File: src/rtl/mem_arbiter.sv
// Two-master round-robin arbiter in front of a 1R/1W word memory, with registered read-return routing.
// Optional master lock for read-modify-write sequences is enabled by defining ARB_LOCK_EN.
module mem_arbiter #(
  parameter int ADDR_W = 16,
  parameter int DATA_W = 32
) (
  input  logic              clk,
  input  logic              rst,
  input  logic              m0_req,
  input  logic              m0_we,
  input  logic [ADDR_W-1:0] m0_addr,
  input  logic [DATA_W-1:0] m0_wdata,
  input  logic              m0_lock,
  input  logic              m1_req,
  input  logic              m1_we,
  input  logic [ADDR_W-1:0] m1_addr,
  input  logic [DATA_W-1:0] m1_wdata,
  input  logic              m1_lock,
  output logic              m0_gnt,
  output logic              m1_gnt,
  output logic              m0_rvalid,
  output logic              m1_rvalid,
  output logic [DATA_W-1:0] m0_rdata,
  output logic [DATA_W-1:0] m1_rdata,
  output logic [ADDR_W-1:0] mem_waddr,
  output logic [DATA_W-1:0] mem_wdata,
  output logic              mem_wen,
  output logic [ADDR_W-1:0] mem_raddr,
  output logic              mem_ren,
  input  logic [DATA_W-1:0] mem_rdata
);

  typedef enum logic [1:0] {LK_NONE = 2'd0, LK_M0 = 2'd1, LK_M1 = 2'd2} lock_e;

  lock_e       lock_own, lock_nxt;
  logic        prio, rd_owner, rd_pend;
  logic [1:0]  req, gnt;
  logic        any, win, win_we, win_lock;
  logic [ADDR_W-1:0] win_addr;
  logic [DATA_W-1:0] win_wdata;

  assign req = {m1_req, m0_req};

  // State register
  always_ff @(posedge clk or posedge rst) begin
    if (rst) begin
      prio     <= 1'b0;
      rd_pend  <= 1'b0;
      rd_owner <= 1'b0;
      lock_own <= LK_NONE;
    end else begin
      lock_own <= lock_nxt;
      rd_pend  <= any & ~win_we;
      if (any) prio <= ~win;
      if (any & ~win_we) rd_owner <= win;
    end
  end

  // Next-state for lock ownership
`ifdef ARB_LOCK_EN
  always_comb begin
    lock_nxt = lock_own;
    case (lock_own)
      LK_M0:   if (!m0_req || (gnt[0] && !m0_lock)) lock_nxt = LK_NONE;
      LK_M1:   if (!m1_req || (gnt[1] && !m1_lock)) lock_nxt = LK_NONE;
      default: if (any && win_lock) lock_nxt = win ? LK_M1 : LK_M0;
    endcase
  end
`else
  logic unused_lock;
  assign unused_lock = m0_lock ^ m1_lock ^ win_lock;
  always_comb lock_nxt = LK_NONE;
`endif

  // Arbitration and memory drive
  always_comb begin
    gnt = 2'b00;
    if (!rst) begin
      case (lock_own)
        LK_M0:   gnt[0] = req[0];
        LK_M1:   gnt[1] = req[1];
        default: begin
          if (&req) gnt[prio] = 1'b1;
          else      gnt = req;
        end
      endcase
    end
  end

  assign any       = |gnt;
  assign win       = gnt[1];
  assign win_we    = win ? m1_we    : m0_we;
  assign win_lock  = win ? m1_lock  : m0_lock;
  assign win_addr  = win ? m1_addr  : m0_addr;
  assign win_wdata = win ? m1_wdata : m0_wdata;

  always_comb begin
    mem_wen   = 1'b0;
    mem_ren   = 1'b0;
    mem_waddr = '0;
    mem_wdata = '0;
    mem_raddr = '0;
    if (any) begin
      if (win_we) begin
        mem_wen   = 1'b1;
        mem_waddr = win_addr;
        mem_wdata = win_wdata;
      end else begin
        mem_ren   = 1'b1;
        mem_raddr = win_addr;
      end
    end
  end

  assign m0_gnt = gnt[0];
  assign m1_gnt = gnt[1];

  // Read data is routed to whoever issued the read one cycle earlier
  assign m0_rvalid = rd_pend & ~rd_owner;
  assign m1_rvalid = rd_pend &  rd_owner;
  assign m0_rdata  = m0_rvalid ? mem_rdata : '0;
  assign m1_rdata  = m1_rvalid ? mem_rdata : '0;

endmodule

File: config.mk
export PLATFORM = sky130hd
export DESIGN_NAME = mem_arbiter
export DESIGN_NICKNAME = d
export VERILOG_FILES = /design/src/rtl/mem_arbiter.sv
export SDC_FILE = /design/constraint.sdc
export NUM_CORES = 1
export LEC_CHECK = 0
export ABC_AREA = 1
export BUFFER_PORTS_ARGS = -buffer_cell sky130_fd_sc_hd__buf_2
export CAP_MARGIN = 40
export CORE_AREA = 2 2 103 105
export DETAILED_ROUTE_END_ITERATION = 7
export DIE_AREA = 0 0 105 107
export GPL_TIMING_DRIVEN = 0
export MAX_ROUTING_LAYER = met4
export PLACE_DENSITY = 0.64
export SYNTH_ARGS = -nofsm -noshare
export SYNTH_HDL_FRONTEND = slang
export SYNTH_SLANG_ARGS = --single-unit
File: constraint.sdc
create_clock -name clk -period 2 [get_ports clk]
set_input_delay 0.4 -clock clk [delete_from_list [all_inputs] [get_ports clk]]
set_output_delay 0.4 -clock clk [all_outputs]
set_load 0.02 [all_outputs]
==> After elaboration in Yosys (flattened, before gate mapping) <==
Index checks and enable logic that the tools add are counted.
{ "word_totals": {"regBits": 3, "inputBits": 136, "out_inout_bits": 134, "word_cells": 33} }
{ "op_classes": {"order_cmp": 2, "n_mux": 19, "bitwise": 6, "n_reduce_logical": 3} }
{ "op_table": {"columns": ["operator", "count"], "rows": [
  ["$mux W32", 5],
  ["$mux W16", 5],
  ["$mux W1", 6],
  ["$mux W2", 2],
  ["$and A1 B1 Y1", 3],
  ["$not A1 Y1", 3],
  ["$lt A1 B2 Y1 const B", 1],
  ["$reduce_and A2 Y1", 1],
  ["$reduce_or A2 Y1", 1],
  ["$demux W1 S1", 1],
  ["$ge A1 B1 Y1 const B", 1],
  ["$logic_and A1 B1 Y1", 1]
]} }

==> Depth between registers and ports, before layout <==
{ "logic_depth": {"word_depth": 9, "depth_mapped": 9, "ltp_nobuf": 7} }

==> Worst setup path after synthesis <==
No wires, ideal clock.
{ "synth_timing": {"path_type": "input to output", "startpoint": "input m1_req", "endpoint": "output mem_wdata[15]", "arrival_time_ps": 1405, "required_time_ps": 1600, "path_slack_ps": 195, "stages": 9, "path_buffers": 2, "cell_sequence": "inv_1 > nor2_4 > nand2_2 > buf_4 > buf_2 > nand2_1 > nand2_1 > inv_1 > nor2_1"} }
{ "synth_between": {"elab_chain_cells": 6, "word_cells_on_any_way": 8, "cone_classes": "mux: 6; reduce/logical: 2"} }
{ "synth_lines": {"columns": ["item", "line_no", "text"], "rows": [
  ["start: declaration", "14", "input logic m1_req,"],
  ["$reduce_and A2 Y1", "83", "if (&req) gnt[prio] = 1'b1;"],
  ["$mux W2 *", "83", null],
  ["$mux W2 *", "78", "if (!rst) begin"],
  ["$mux W32 / $mux W1 (equally long branches)", "95, 92", null],
  ["$mux W32", "104", "if (win_we) begin"],
  ["$mux W32 *", "103", "if (any) begin"],
  ["end: declaration", "26", "output logic [DATA_W-1:0] mem_wdata,"]
]} }
Mark *: on every way between the ends. The rest lies on a longest branch, timed or not.

==> Worst setup path in the final report <==
{ "layout_timing": {"startpoint": "register prio", "endpoint": "output mem_waddr[6]"} }
{ "layout_between": {"elab_chain_cells": 9, "word_cells_on_any_way": 12, "cone_classes": "order compare: 2; mux: 8; reduce/logical: 2"} }
{ "layout_lines": {"columns": ["item", "line_no", "text"], "rows": [
  ["start: declaration", "36", "logic prio, rd_owner, rd_pend;"],
  ["start signal: assignment", "54", "if (any) prio <= ~win;"],
  ["$lt A1 B2 Y1 (implied by the code) / $ge A1 B1 Y1 (equally long branches)", "83", null],
  ["$logic_and A1 B1 Y1 (implied by the code)", "83", null],
  ["$mux W1 (implied by the code)", "83", null],
  ["$demux W1 S1 *", "83", null],
  ["$mux W2 *", "83", null],
  ["$mux W2 *", "78", null],
  ["$mux W16 / $mux W1 (equally long branches)", "94, 92", null],
  ["$mux W16", "104", null],
  ["$mux W16 *", "103", null],
  ["end: declaration", "25", "output logic [ADDR_W-1:0] mem_waddr,"]
]} }
Marked as above.

==> results.txt <==
- The flow ran to the end, and the final reports show no timing, DRC or antenna violations.
* Endpoints failing setup: 0
* Detailed-route DRC error count: 0
* Remaining antenna violation count: 0
- Logic depth of the worst setup path including buffers: 9
* Crit-path most repeated cell: nand2_8
- The Yosys step of the flow raised 0 warnings.
- CTS buffer count: 3
* Most frequent cells after synthesis: nor2_1 (121), inv_1 (89), nand2_1 (86), nand3_1 (33), o21ai_1 (16)
* Worst clock skew: 3.533 ps
- PD cells: 314.2 nW/um^2
* Total count of max-transition violations in the final report: 0
- Final critical-path required period: 1994 ps
- Top cell type by total area after synthesis: nor2_1
- The min-delay analysis places its worst path in the category primary input to asynchronous set/reset pin.
- The number of antenna violations at the first check in global routing came to 3.
* Longest individual stage delay on the worst path: 360 ps
- Across the VDD grid, the largest voltage drop is 0.1631 mV.
- A synthesized cell averages 4.322 um^2.
- Portion of total power attributed to sequential cells: 6.0%
* Slowest-stage cell, CP: dfrtp_1
- H-tree depth: 1
- Along the worst path, the maximum fanout reaches 5.
- The die covers 11240 um^2.
* Port Buffer Count: 267
- The most used flip-flop cell after synthesis is dfrtp_1.
- Overall power consumption: 1.255 mW
- For this run, the total global-route usage over all layers was measured as 15.55%.
- Worst hold margin: 58.94 ps
- The initial utilization of the core area, before any placement, comes to 16.79%.
- Entering global routing, the biggest net connects 11 pins.
- Main area contributors after synthesis: nor2_1 (27%), inv_1 (20%), nand2_1 (19%)
- Switching Share: 49.34%
* Flip-flop and latch count after synthesis: 3
* Placed Cells: 795
- Grouping stages by cell kind, the critical path spends the most delay in buffers and inverters.
- Setup TNS Final: 0 ps
* I/O pin count: 270
- Dominant cell by count in the synthesized netlist: nor2_1
* Leakage: 2.715 nW
- Synthesis produced a netlist with a net count of 528.
* Number of standard cells in the final layout excluding fillers: 815
- FF-to-FF setup slack: 770 ps
- Worst path setup slack after routing: 6.310 ps
* Arrival time at the worst endpoint: 1590 ps
- Count of standard-cell rows: 37
- Summing all multi-input logic gate instances after layout gives 1376 um^2.
- Total via count after detailed routing: 3278
- The detailed router finished its first iteration with 173 violations.
- Highest achievable clock rate: 0.5016 GHz
* Hold-fix buffers, CTS: 0
* Endpoint kind of the worst setup timing path: primary output
- Share of final-layout standard cells stronger than drive strength 1: 53.11%
* Post-DP HPWL: 7.863 mm
- The tree is rooted in a clkbuf_8.
- After detailed routing, the average wire length per cell comes to 12.03 um.
- At the placement stage, the worst setup path has a slack of -228.7 ps.
- TritonCTS built the clock tree.
- Area growth from synthesis to final layout: 135.8%
* Clock power share: 14.0%
- The critical path is of the register to primary output type.
- Count of maximum capacitance violations: 0
- Measured along the y axis, the die boundary spans 107 um.
- Share of total power in combinational logic: 80.0%
- CP cell instances: clkinv_2 -> nand2_8 -> nand2_8 -> buf_12 -> clkbuf_16 -> nand2_1 -> o21ai_1 -> nor2_2 -> buf_4
* Launching element type of the critical path: register
- The first global-routing pass estimated 13.88 mm of wire.
- For this design, the sink count on the clock tree is 3.
* Post-route fraction of the period consumed by the critical path: 99.68%
- Data on the critical path is required at its endpoint by 1600 ps.
* Chip width: 105 um
- Remaining global-route overflow: 0
* 1st-pass router iterations: 6
* Routed wire length: 9.807 mm
- The later pin in the worst-skew pair is clocked with a latency of 220 ps.
- Synthesized instance count: 392
- The final layout contains 813 nets.
- After synthesis the cells add up to 1694 um^2.
- Routability-driven placement finished with a final weighted congestion of 0.8700.
* Share of Yosys cell area claimed by the top area cell type: 26.81%
- The total area inside the core boundary comes to 10090 um^2.
* # fillers: 1166
- Setup repair after global routing could not meet its margin everywhere.
- The netlist uses 21 different library cells.
- Counting flops with a built-in enable in the synthesized netlist gives 0.
- Cell internal power dissipation: 0.6359 mW
- Endpoints failing hold: 0
- Portion of the post-synthesis area used by sequential elements: 4.431%
- Across the whole layout, storage elements account for 75.07 um^2.
- Clock Pin Slew Worst Setup and Hold Paths: 30 ps
* Worst Max-Slew Pin Slew: 429.3 ps
- Register-to-Register Path Depth: 8
- Net Switching: 0.6194 mW
- In the routed layout, each cell is associated on average with a via count of 4.022.
- The number of global-route vias before repair came to 2907.
* Worst-case clock buffer depth: 2
* Fraction of registers with async set/reset: 100.0%
- Worst slew margin relative to its limit: 71.38%
* Bufs and invs on worst path: 4
-- cells by family after synthesis --
family	Yosys count	synth area share (%)
AO/OA/AOI/OAI	19	5.760
buffers and inverters	116	28.43
flip-flops	3	4.431
AND/OR/NAND/NOR	254	61.37
-- metal layers --
metal,share of wire (%),vias up,global-route usage [%]
met4,1.3,0,2.476
li1,-,1690,-
met2,52,173,30.19
met5,0,-,-
met3,7.5,10,2.979
met1,39,1405,16.60
-- registers in the layout, indices dropped and copies added (netlist names) --
register and flops:
rd_pend 1, prio 1, rd_owner 1
-- through the flow --
step / cell area, um^2 / util (%)
floorplan: 1694 / -
global placement: 3201 / 31.71
detailed placement: 3201 / 31.71
CTS: 3488 / 34.56
global route: 3995 / 39.59
finish: 3995 / 39.59
-- what timing repair did --
| item | 4_1_cts | 5_1_grt |
|---|---|---|
| setup endpoints to repair | 67 | 66 |
| gates cloned | 0 | 3 |
| resized for setup | 51 | 133 |
| pin swaps | 6 | 20 |
| hold endpoints to repair | 0 | 0 |
| buffers inserted | 9 | 2 |
-- area by class of cell --
| cell class | count | share of cell area, % |
|---|---|---|
| Antenna cell | 3 | 0.1879 |
| Buffer | 24 | 5.857 |
| Clock buffer | 4 | 1.127 |
| Inverter | 91 | 8.644 |
| Multi-Input combinational cell | 273 | 34.45 |
| Sequential cell | 3 | 1.879 |
| Tap cell | 136 | 4.259 |
| Timing Repair Buffer | 281 | 43.60 |
-- power groups by stage --
stage | logic, mW | clock network, mW | registers [mW]
2_1_floorplan | 0.467 | 0 | 0.0736
3_3_place_gp | 0.785 | 0 | 0.0759
3_5_place_dp | 0.786 | 0 | 0.0754
4_1_cts | 0.864 | 0.180 | 0.0757
5_1_grt | 1.09 | 0.186 | 0.0770
6_report | 1.00 | 0.175 | 0.0757
-- cells in the final DEF (no fill, tap or decap) --
cell type,instances
a21oi_2,1
buf_12,5
buf_2,206
buf_4,59
buf_6,21
buf_8,4
clkbuf_1,7
clkbuf_16,3
clkbuf_4,1
clkbuf_8,3
clkinv_2,1
dfrtp_1,3
diode_2,3
inv_1,86
inv_2,3
inv_4,1
nand2_1,71
nand2_2,10
nand2_4,5
nand2_8,2
nand3_1,32
nand3_4,2
nand3b_1,1
nor2_1,109
nor2_2,14
nor2_4,8
o21a_1,1
o21ai_0,1
o21ai_1,6
o21ai_2,7
o21ai_4,3
-- final timing paths --
path / from / endpoint
min reg2reg: rd_owner$_DFFE_PP0P_ / rd_owner$_DFFE_PP0P_
max reg2reg: prio$_DFFE_PP0P_ / rd_owner$_DFFE_PP0P_
max: prio$_DFFE_PP0P_ / mem_waddr[6]
min: rst / prio$_DFFE_PP0P_
max in group asynchronous: rst / rd_owner$_DFFE_PP0P_
min in group clk: m1_we / rd_owner$_DFFE_PP0P_
Note: power is estimated with default switching activity, not from simulation.
